## src/rtl/ifetch_unit.sv

```systemverilog
// Instruction fetch stage: PC register, fetch register (ir/ir_pc/ir_valid) and RUN/HALT control.
// Define IFETCH_HALT_DETECT_EN to stop fetching on opcode 4'b1111; otherwise HALT is unreachable.
module ifetch_unit #(
    parameter logic [7:0] RESET_PC = 8'h00
) (
    input  logic        clk,
    input  logic        rst,
    input  logic        stall,
    input  logic        redirect,
    input  logic [7:0]  redirect_addr,
    input  logic [15:0] instr_in,
    output logic [7:0]  pc_out,
    output logic [15:0] ir,
    output logic [7:0]  ir_pc,
    output logic        ir_valid,
    output logic        halted
);

    typedef enum logic {RUN, HALT} state_t;

    state_t     state;
    logic [7:0] pc;

    assign pc_out = pc;

    // Redirect wins over stall and over HALT; ir/ir_pc are left as-is behind the bubble.
    always_ff @(posedge clk or posedge rst) begin
        if (rst) begin
            pc       <= RESET_PC;
            ir       <= 16'h0000;
            ir_pc    <= 8'h00;
            ir_valid <= 1'b0;
            state    <= RUN;
        end else if (redirect) begin
            pc       <= redirect_addr;
            ir_valid <= 1'b0;
            state    <= RUN;
        end else if (state == RUN) begin
            if (!stall) begin
                ir       <= instr_in;
                ir_pc    <= pc;
                ir_valid <= 1'b1;
`ifdef IFETCH_HALT_DETECT_EN
                if (instr_in[15:12] == 4'b1111)
                    state <= HALT;
                else
                    pc <= pc + 8'd1;
`else
                pc <= pc + 8'd1;
`endif
            end
        end else begin
            if (!stall)
                ir_valid <= 1'b0;
        end
    end

`ifdef IFETCH_HALT_DETECT_EN
    assign halted = (state == HALT);
`else
    assign halted = 1'b0;
`endif

endmodule

```

## config.mk

```make
export PLATFORM = sky130hd
export DESIGN_NAME = ifetch_unit
export DESIGN_NICKNAME = d
export VERILOG_FILES = /design/src/rtl/ifetch_unit.sv
export SDC_FILE = /design/constraint.sdc
export NUM_CORES = 1
export LEC_CHECK = 0
export CAP_MARGIN = 10
export CORE_MARGIN = 3
export CORE_UTILIZATION = 40
export CTS_CLUSTER_DIAMETER = 120
export CTS_CLUSTER_SIZE = 16
export DETAILED_ROUTE_END_ITERATION = 7
export PLACE_DENSITY = 0.82
export SLEW_MARGIN = 10
export SYNTH_ARGS = -nofsm -noshare
export SYNTH_HDL_FRONTEND = slang
export SYNTH_SLANG_ARGS = --single-unit
```

## constraint.sdc

```tcl
create_clock -name clk -period 1.7 [get_ports clk]
set_input_delay 0.34 -clock clk [delete_from_list [all_inputs] [get_ports clk]]
set_output_delay 0.34 -clock clk [all_outputs]
set_load 0.03 [all_outputs]
```

======== Word-level counts from Yosys, hierarchy flattened ========
Cells that the tools add are included.
cells by class
  add/subtract/negate cells ............... 1
  equality and inequality tests ........... 1
  multiplexer cells ....................... 4
  bitwise logic cells ..................... 2
  reductions and logical operators ........ 1
operators by type and width
  cell                   count
  $mux W8                2
  $add A8 B1 Y8 const B  1
  $mux W1                2
  $ne A2 B1 Y1 const B   1
  $not A1 Y1             2
  $reduce_and A2 Y1      1
word-level totals
  register bits ........................... 33
  output and inout bits ................... 34
  word-level logic and storage cells ...... 13

======== Depth between registers and ports, before layout ========
Gate-level depths: netlist of run 1.
  depth after elaboration ................. 3
  gate-level depth with buffers ........... 4
  depth with buffers taken out ............ 4

======== Worst setup path before layout of run 1 ========
OpenSTA, ideal clock, no wires.
  kind .................................... register to register
  from .................................... register pc[0], in the netlist pc_out[0]
  to ...................................... register pc[6], in the netlist pc_out[6]
  setup time .............................. 69 ps
  arrival time ............................ 1500 ps
  data required time ...................... 1631 ps
  slack ................................... 131 ps
  stages on the path, launching flop included .. 5
  path buffers ............................ 0
  period minus slack after synthesis ...... 1569 ps
  path through ............................ dfrtp_1 > ha_1 > nand2b_4 > or4_1 > nand3_1
between the ends
  longest elaborated chain between the ends .. 3
RTL lines
  item                    line  text
  start, declared         22    logic [7:0] pc;
  start signal, assigned  35    pc <= redirect_addr;
  start signal, assigned  49    pc <= pc + 8'd1;
  $add A8 B1 Y8           49
  $mux W8                 39    if (!stall) begin
  $mux W8                 34    end else if (redirect) begin
Every way passes these cells. The select of a mux whose other input is x is not followed.
A chain may end at the register's enable or synchronous reset.

======== Worst setup path after layout of run 1 ========
  from .................................... register pc[4], in the netlist pc_out[4]
  to ...................................... output pc_out[4]
RTL lines
  item           line  text
  end, declared  12    output logic [7:0] pc_out,
No word-level cell between the ends.

==> out/qor.yml, run 1 <==
run_status: "finished clean"
fp-row-count: 21
p_per_area_nw_per_um2: 993
p_sw_uw: 732
ys_warn_count: 0
start_util_pct: 42.4
rr_worst_depth: 5
place.gp.congestion: 0.787
area_growth_pct: 49.0
drive_above_1_share_pct: 24.9
synth.distinct_cells: 21
cts_tree: "yes"
power_switching_share_pct: 34.4
pwr-share-seq_pct: 45.5
ios: 62
hold_path.class: "in2async"
finalPower_mw: 2.13
drt-wirelength-per-cell_um: 16.0
cts_htree_levels: 2
cap_violations: 0
synth_top_area_share_pct: 57.5
ctsLongestPathBuffers: 2
yosysSeqAreaShare_pct: 57.5
worstSetupPathType: "reg2out"
p_clk_share_pct: 20.8
syn_inst: 106
synth_area_leaders: "dfrtp_1 (57%), mux2_2 (19%), buf_6 (3.1%)"
ys_ff_latch: 33
placed_area_um2: 2130
p_leak_nw: 0.987
detail-route-antenna-nets: 0
crit_family: "flip-flops"
syn-cell-area_um2: 1440
clk_latency_ns: 0.33
grtUsageTotal_pct: 17.5
setup_violations: 0
io_buffer_count: 60
ys.flop_type: "dfrtp_1"
finalSetupTns_ns: 0
first_pass_iters: 4
cts_sinks: 33
num_antenna_cells: 0
worstPathRequired_ns: 1.36
final_max_slew_viol_count: 0
min_period_ns: 1.56
grt_pass1_wl_mm: 5.60
cts_post_setup_buffers_inserted: 0
end_kind: "output pin"
vias_per_cell: 4.76
hold_viol: 0
fin_nets: 206
final_cell_area_um2: 2140
antenna_found_initial: 0
die_w_um: 65.9
via_count: 1062
max_stage_delay_ns: 0.46
holdWs_ns: 0.419
globalRouteOverflowTotal: 0
finClkSkew_ns: 0.0106
dieArea_um2: 4350
route.final.wire_length_mm: 3.57
cp_cell_sequence: "dlygate4sd2_1"
p_int_mw: 1.39
ir_worst_vdd_uv: 614
p_comb_share_pct: 33.7
cts_buffers: 5
synthMostInstantiatedCell: "dfrtp_1"
grt_max_degree: 34
cp.depth: 1
synth_nets: 135
synthArstFlopShare_pct: 100
timing.fmax_ghz: 0.639
crit_fanout: 5
die_h_um: 65.9
synth_edf_count: 0
crit_slowest_cell: "dfrtp_1"
rsz0062_at_grt: "no"
start_kind: "register"
clk_pin_slew_worst_paths_ns: 0.10
synth_commonest_cells: "dfrtp_1 (33), mux2_2 (24), nand2_1 (8), o21ai_0 (8)"
synth_area_leader_cell: "dfrtp_1"
fin_crit_sh_pct: 92.0
grt_pass1_vias: 1194
drtIter0Drc: 46
path_buf_inv: 1
synth_area_per_cell_um2: 13.6
drc: 0
root_buffer: "clkbuf_4"
design.core.area_um2: 3390
dp_hpwl_mm: 2.69
worstPathArrival_ns: 1.22
final timing paths:
kind	start	endpoint	slack (ns)
max	pc_out[4]	pc_out[4]	0.14
min	rst	ir_pc[7]	0.42
max reg2reg	pc_out[0]	pc_out[6]	0.23
min reg2reg	ir_pc[6]	ir_pc[6]	0.50
max in group asynchronous	rst	ir_pc[6]	0.98
min in group clk	ir_pc[6]	ir_pc[6]	0.50
cell type report:
cell class	count	area (um^2)
Timing Repair Buffer	70	647
Clock buffer	7	55.1
Inverter	2	7.51
Multi-Input combinational cell	65	547
Fill cell	294	1250
Tap cell	46	57.6
Sequential cell	33	826
metrics by stage:
stage | std cells | worst slack [ns] | util, %
after floorplan | 106 | 0.131 | -
after global placement | 216 | -0.0131 | 62.7
after detailed placement | 216 | -0.0593 | 62.7
after CTS | 223 | 0.127 | 63.1
after global routing | 223 | 0.0805 | 63.1
final | 223 | 0.136 | 63.1
cell usage in the layout, fill, tap and decap left out, drive strengths merged:
master,Yosys,routed
a21oi,1,1
buf,5,10
clkbuf,1,7
clkdlybuf4s50,0,27
conb,1,1
dfrtp,33,33
dlygate4sd2,0,33
ha,1,1
inv,2,2
mux2,24,24
mux2i,1,1
nand2,8,8
nand2b,1,1
nand3,4,4
nand3b,1,1
nand4,1,1
nand4b,3,3
nor2,1,1
nor2b,3,3
o21ai,8,8
or4,3,3
xor2,4,4
sequential cells by signal (all words and copies together), names as in the netlist:
register,cells
ir,16
ir_pc,8
pc_out,8
ir_valid,1
logic make-up after synthesis:
kind of cell    Yosys count  share of synthesized area [%]
simple gates             25                           11.8
mux                      25                           19.5
flops                    33                           57.5
buf+inv                   8                           4.44
xor+xnor                  4                           2.44
compound gates            9                           3.14
other cells               1                          0.261
fa+ha+maj                 1                          0.871
power groups by stage:
stage | Clock [mW] | Sequential [mW] | Combinational, mW
after floorplan | 0 | 1.23 | 0.178
after global placement | 0 | 0.977 | 0.786
after detailed placement | 0 | 0.988 | 0.803
after CTS | 0.465 | 0.968 | 0.722
after global routing | 0.490 | 0.983 | 0.756
final | 0.442 | 0.967 | 0.715
metal layers:
layer  vias up  GRT usage (%)  part of all wire (%)
met3         6           4.76                   5.4
met2        40           29.4                    51
met5         -              0                     0
met4         0           9.84                   1.8
met1       507           20.0                    42
li1        509              -                     -
tightest hold or removal path, cell delays in order:
cell,delay [ns]
clkdlybuf4s50_1,0.40
inv_1,0.06
buf_4,0.37
timing repair:
| action | in CTS | in global routing |
|---|---|---|
| endpoints found under the setup margin | 33 | 0 |
| hold buffers | 0 | 0 |
| gates resized for setup | 33 | 0 |
No activity file was read; power rests on OpenSTA's default activity.
==> inputs of run 2 (changes only) <==
--- a/config.mk
+++ b/config.mk
@@ -11,7 +11,8 @@
 export CTS_CLUSTER_DIAMETER = 120
 export CTS_CLUSTER_SIZE = 16
 export DETAILED_ROUTE_END_ITERATION = 7
-export PLACE_DENSITY = 0.82
+export DONT_BUFFER_PORTS = 1
+export PLACE_DENSITY = 0.6
 export SLEW_MARGIN = 10
 export SYNTH_ARGS = -nofsm -noshare
 export SYNTH_HDL_FRONTEND = slang
==> run 2 against run 1 <==
Compared with the run above:
- register-to-register slack gained 0.11 ns
- sequential share of layout area rose by 13 points
- combinational power decreased by 61%
- critical endpoint is now pc_out[2]
- power shrank 8.0%
- cell count decreased by 26%
- clock-buffer cell count stayed put
==> out/qor.yml, run 2 (synthesized netlist as in run 1, its figures left out) <==
cts_buffers: 5  # unchanged
final_cell_mix: "dfrtp_1 (33), mux2_2 (24), buf_4 (10)"  # was dfrtp_1 (33), dlygate4sd2_1 (33), clkdlybuf4s50_1 (27)
place.gp.congestion: 0.712  # was 0.787
fin_nets: 147  # was 206
antenna_found_initial: 0  # unchanged
cts_tree: "yes"  # unchanged
largest_reg_flops: 16  # unchanged
die_h_um: 65.9  # unchanged
finClkSkew_ns: 0.00502  # was 0.0106 ns
area_growth_pct: 10.9  # was 49.0%
fill_cells: 316  # was 294
drtIter0Drc: 12  # was 46
post_cts_resized: 0  # was 33
fin_crit_sh_pct: 80.4  # was 92.0%
final_max_slew_viol_count: 0  # unchanged
final_common_cell: "dfrtp_1"
hold_path.class: "in2reg"  # was in2async
worstPathRequired_ns: 1.36  # about the same
vias_per_cell: 5.25  # was 4.76
dp_hpwl_mm: 2.07  # was 2.69 mm
end_kind: "output pin"  # unchanged
dieArea_um2: 4350  # unchanged
cts_sinks: 33  # unchanged
crit_slowest_cell: "dfrtp_1"  # unchanged
holdWs_ns: 0.0672  # was 0.419 ns
die_w_um: 65.9  # unchanged
top_register: "ir"  # unchanged
crit_fanout: 6  # was 5
ios: 62  # unchanged
p_per_area_nw_per_um2: 1230  # was 993 nW/um^2
grt_max_degree: 34  # unchanged
first_pass_iters: 2  # was 4
ctsLongestPathBuffers: 2  # unchanged
p_leak_nw: 0.707  # was 0.987 nW
globalRouteOverflowTotal: 0  # unchanged
io_buffer_count: 0  # was 60
drt-wirelength-per-cell_um: 17.1  # was 16.0 um
start_kind: "register"  # unchanged
crit_family: "flip-flops"  # unchanged
root_buffer: "clkbuf_4"  # unchanged
cts_post_setup_buffers_inserted: 0  # unchanged
grt_pass1_wl_mm: 4.46  # was 5.60 mm
grtUsageTotal_pct: 13.9  # was 17.5%
via_count: 867  # was 1062
hold_viol: 0  # unchanged
drive_above_1_share_pct: 38.7  # was 24.9%
grt_pass1_vias: 922  # was 1194
cts_htree_levels: 2  # unchanged
fp-row-count: 21  # unchanged
clk_pin_slew_worst_paths_ns: 0.09  # was 0.10 ns
cp_cell_sequence: "buf_4"  # was dlygate4sd2_1
max_stage_delay_ns: 0.48  # was 0.46 ns
cap_violations: 0  # unchanged
ir_worst_vdd_uv: 607  # was 614 uV
path_buf_inv: 1  # unchanged
clk_latency_ns: 0.33  # about the same
worstSetupPathType: "reg2out"  # unchanged
run_status: "finished clean"  # unchanged
num_antenna_cells: 0  # unchanged
min_period_ns: 1.37  # was 1.56 ns
finalSetupTns_ns: 0  # unchanged
cts-hold-fix-buffers: 1  # was 0
route.final.wire_length_mm: 2.82  # was 3.57 mm
rsz0062_at_grt: "no"  # unchanged
timing.fmax_ghz: 0.732  # was 0.639 GHz
design.core.area_um2: 3390  # unchanged
drc: 0  # unchanged
start_util_pct: 42.4  # unchanged
setup_violations: 0  # unchanged
detail-route-antenna-nets: 0  # unchanged
worstPathArrival_ns: 1.03  # was 1.22 ns
[run 2: cell types whose count changed in the layout (fill, tap and decap cells not counted)]
cell | before | now
buf_12 | 1 | 0
buf_4 | 9 | 10
clkbuf_1 | 1 | 0
clkbuf_8 | 1 | 2
clkdlybuf4s50_1 | 27 | 0
clkinv_2 | 0 | 1
dlygate4sd2_1 | 33 | 0
dlygate4sd3_1 | 0 | 1
[run 2: final timing paths]
path	start	to	slack [ns]	cells past startpoint
max	pc_out[2]	pc_out[2]	0.33	1
min	redirect	ir_valid	0.07	1
max reg2reg	pc_out[0]	pc_out[6]	0.34	4
min reg2reg	pc_out[4]	ir_pc[4]	0.58	1
max in group asynchronous	rst	ir[14]	0.87	3
min in group asynchronous	rst	ir[12]	0.53	3
[run 2: report_power, final]
part / switching, mW / total (mW) / internal, mW
sequential: 0.290 / 1.19 / 0.899
clock: 0.250 / 0.490 / 0.240
combinational: 0.140 / 0.277 / 0.137
total: 0.680 / 1.96 / 1.27
[run 2: final cells by class]
cell class	instances	area, um^2	share of cell area [%]
Clock inverter	1	5.00	0.314
Multi-Input combinational cell	65	547	34.3
Timing Repair Buffer	11	85.1	5.34
Tap cell	46	57.6	3.61
Inverter	2	7.51	0.471
Clock buffer	7	65.1	4.08
Sequential cell	33	826	51.8
[run 2: metal layers]
metal / global-route usage (%) / wire (um) / part of all wire, %
met5: 0 / 0 / 0
met1: 16.7 / 1130 / 40
met4: 5.44 / 45 / 1.6
met2: 20.8 / 1330 / 47
met3: 7.65 / 325 / 12
[run 2: metrics by stage]
step / setup slack, ns / total power, mW / util [%] / cell area, um^2 / cells
2_1_floorplan: 0.131 / 1.41 / - / 1440 / 106
3_3_place_gp: 0.395 / 1.48 / 44.6 / 1510 / 156
3_5_place_dp: 0.370 / 1.49 / 44.6 / 1510 / 156
4_1_cts: 0.310 / 1.99 / 47.0 / 1590 / 165
5_1_grt: 0.257 / 2.06 / 47.0 / 1590 / 165
6_report: 0.333 / 1.96 / 47.0 / 1590 / 165
==> inputs of run 3 (changes only) <==
==> constraint.sdc (replaced) <==
create_clock -name clk -period 1.45 [get_ports clk]
set_input_delay 0.29 -clock clk [delete_from_list [all_inputs] [get_ports clk]]
set_output_delay 0.29 -clock clk [all_outputs]
set_load 0.03 [all_outputs]
==> run 3 against run 2 <==
Compared with the run above:
- die area stayed put
- critical endpoint is now pc_out[5]
- flip-flop and latch count did not move
- non-clock buffer count rose by 2
- clock-buffer cell count unchanged
- critical path depth grew 3
- power grew 24%
- routed wire length about the same
- hold slack got worse by 0.032 ns
- sequential share of layout area down 0.96 points
- register-to-register slack got worse by 0.18 ns
- utilization rose by 1.0 points
==> out/qor.yml, run 3 (synthesized netlist as in run 1, its figures left out) <==
run_status: "finished clean"  # unchanged
clk_pin_slew_worst_paths_ns: 0.10  # was 0.09 ns
cts-hold-fix-buffers: 2  # was 1
worstPathArrival_ns: 1.56  # was 1.03 ns
reg2reg_slack_ns: 0.16  # was 0.34 ns
grt_pass1_vias: 903  # was 922
cts_tree: "yes"  # unchanged
timing.fmax_ghz: 0.773
grt_pass1_wl_mm: 4.40  # was 4.46 mm
cts_sinks: 33  # unchanged
globalRouteOverflowTotal: 0  # unchanged
hold_viol: 0  # unchanged
finalPower_mw: 2.43  # was 1.96 mW
post_cts_resized: 0  # unchanged
via_count: 858  # was 867
startpoint: "pc_out[0]"  # was pc_out[2]
io_buffer_count: 0  # unchanged
start_kind: "register"  # unchanged
reg2reg_from: "pc_out[0]"  # unchanged
worstPathRequired_ns: 1.71  # was 1.36 ns
final_cells: 167  # was 165
root_buffer: "clkbuf_4"  # unchanged
fin_crit_sh_pct: 89.3
cts_htree_levels: 2  # unchanged
final_common_cell: "dfrtp_1"  # unchanged
drtIter0Drc: 32  # was 12
clk_latency_ns: 0.32  # was 0.33 ns
drt-wirelength-per-cell_um: 16.9  # was 17.1 um
start_util_pct: 42.4  # unchanged
die_h_um: 65.9  # unchanged
fill_cells: 298  # was 316
drive_above_1_share_pct: 39.7  # was 38.7%
final_max_slew_viol_count: 0  # unchanged
vias_per_cell: 5.14  # was 5.25
fin_nets: 149  # was 147
r2r-end: "pc_out[5]"  # was pc_out[6]
antenna_found_initial: 0  # unchanged
crit_fanout: 6  # unchanged
first_pass_iters: 4  # was 2
drc: 0  # unchanged
dieArea_um2: 4350  # unchanged
top_register: "ir"  # unchanged
die_w_um: 65.9  # unchanged
final_cell_mix: "dfrtp_1 (31), mux2_2 (24), buf_4 (11)"  # was dfrtp_1 (33), mux2_2 (24), buf_4 (10)
p_per_area_nw_per_um2: 1490  # was 1230 nW/um^2
cap_violations: 0  # unchanged
ctsLongestPathBuffers: 2  # unchanged
hold_path.class: "in2reg"  # unchanged
cts_post_setup_buffers_inserted: 0  # unchanged
dp_hpwl_mm: 2.01  # was 2.07 mm
detail-route-antenna-nets: 0  # unchanged
setup_violations: 0  # unchanged
setup.worst_path.end: "pc_out[5]"  # was pc_out[2]
area_growth_pct: 13.3  # was 10.9%
finalSetupTns_ns: 0  # unchanged
p_leak_nw: 0.718  # was 0.707 nW
rr_worst_depth: 4  # unchanged
grtUsageTotal_pct: 13.9  # about the same
place.gp.congestion: 0.724  # was 0.712
min_period_ns: 1.29
dp.cells: 157  # was 156
fp-row-count: 21  # unchanged
ios: 62  # unchanged
worstSetupPathType: "reg2reg"  # was reg2out
ir_worst_vdd_uv: 754  # was 607 uV
num_antenna_cells: 0  # unchanged
grt_max_degree: 34  # unchanged
finClkSkew_ns: 0.00680  # was 0.00502 ns
largest_reg_flops: 16  # unchanged
end_kind: "register"  # was output pin
route.final.wire_length_mm: 2.82  # about the same
rsz0062_at_grt: "no"  # unchanged
design.core.area_um2: 3390  # unchanged
finalCoreUtilization_pct: 48.0  # was 47.0%
cts_buffers: 5  # unchanged
run 3: how the worst min path moves through the flow:
stage	to	depth (start not counted)	startpoint
floorplan	pc_out[6]	2	redirect_addr[6]
global placement	ir[15]	2	rst
detailed placement	ir[15]	2	rst
CTS	ir_valid	1	stall
global route	ir_valid	1	stall
finish	ir_valid	1	stall
run 3: routing by layer:
metal / vias to the layer above / track usage (%) / wire length (um)
met5: - / 0 / 0
met4: 0 / 6.99 / 43
met3: 5 / 5.44 / 236
met2: 42 / 20.9 / 1300
met1: 418 / 17.1 / 1240
li1: 393 / - / -
run 3: area by class of cell:
class | count | area (um^2) | area share, %
Timing Repair Buffer | 13 | 103 | 6.30
Sequential cell | 33 | 828 | 50.9
Clock buffer | 7 | 55.1 | 3.38
Tap cell | 46 | 57.6 | 3.54
Multi-Input combinational cell | 65 | 547 | 33.6
Clock inverter | 1 | 30.0 | 1.84
Inverter | 2 | 7.51 | 0.461
run 3: critical path, cell delays in order (launching register included):
cell	delay, ns
dfrtp_2	0.38
buf_4	0.21
nand3b_4	0.09
or4_1	0.47
nand3_1	0.09
run 3: stage by stage:
stage,setup slack [ns],area [um^2],hold WS (ns)
detailed placement,0.165,1520,0.304
CTS,0.146,1630,0.0163
floorplan,0.0264,1440,0.406
finish,0.156,1630,0.0356
global placement,0.207,1520,0.292
global route,0.0804,1630,0.00271
run 3: report_power, final:
part | leakage, nW | switching, mW | internal [mW]
Clock | 0.0455 | 0.297 | 0.412
Sequential | 0.392 | 0.328 | 1.05
Combinational | 0.280 | 0.175 | 0.166
Total | 0.718 | 0.800 | 1.63
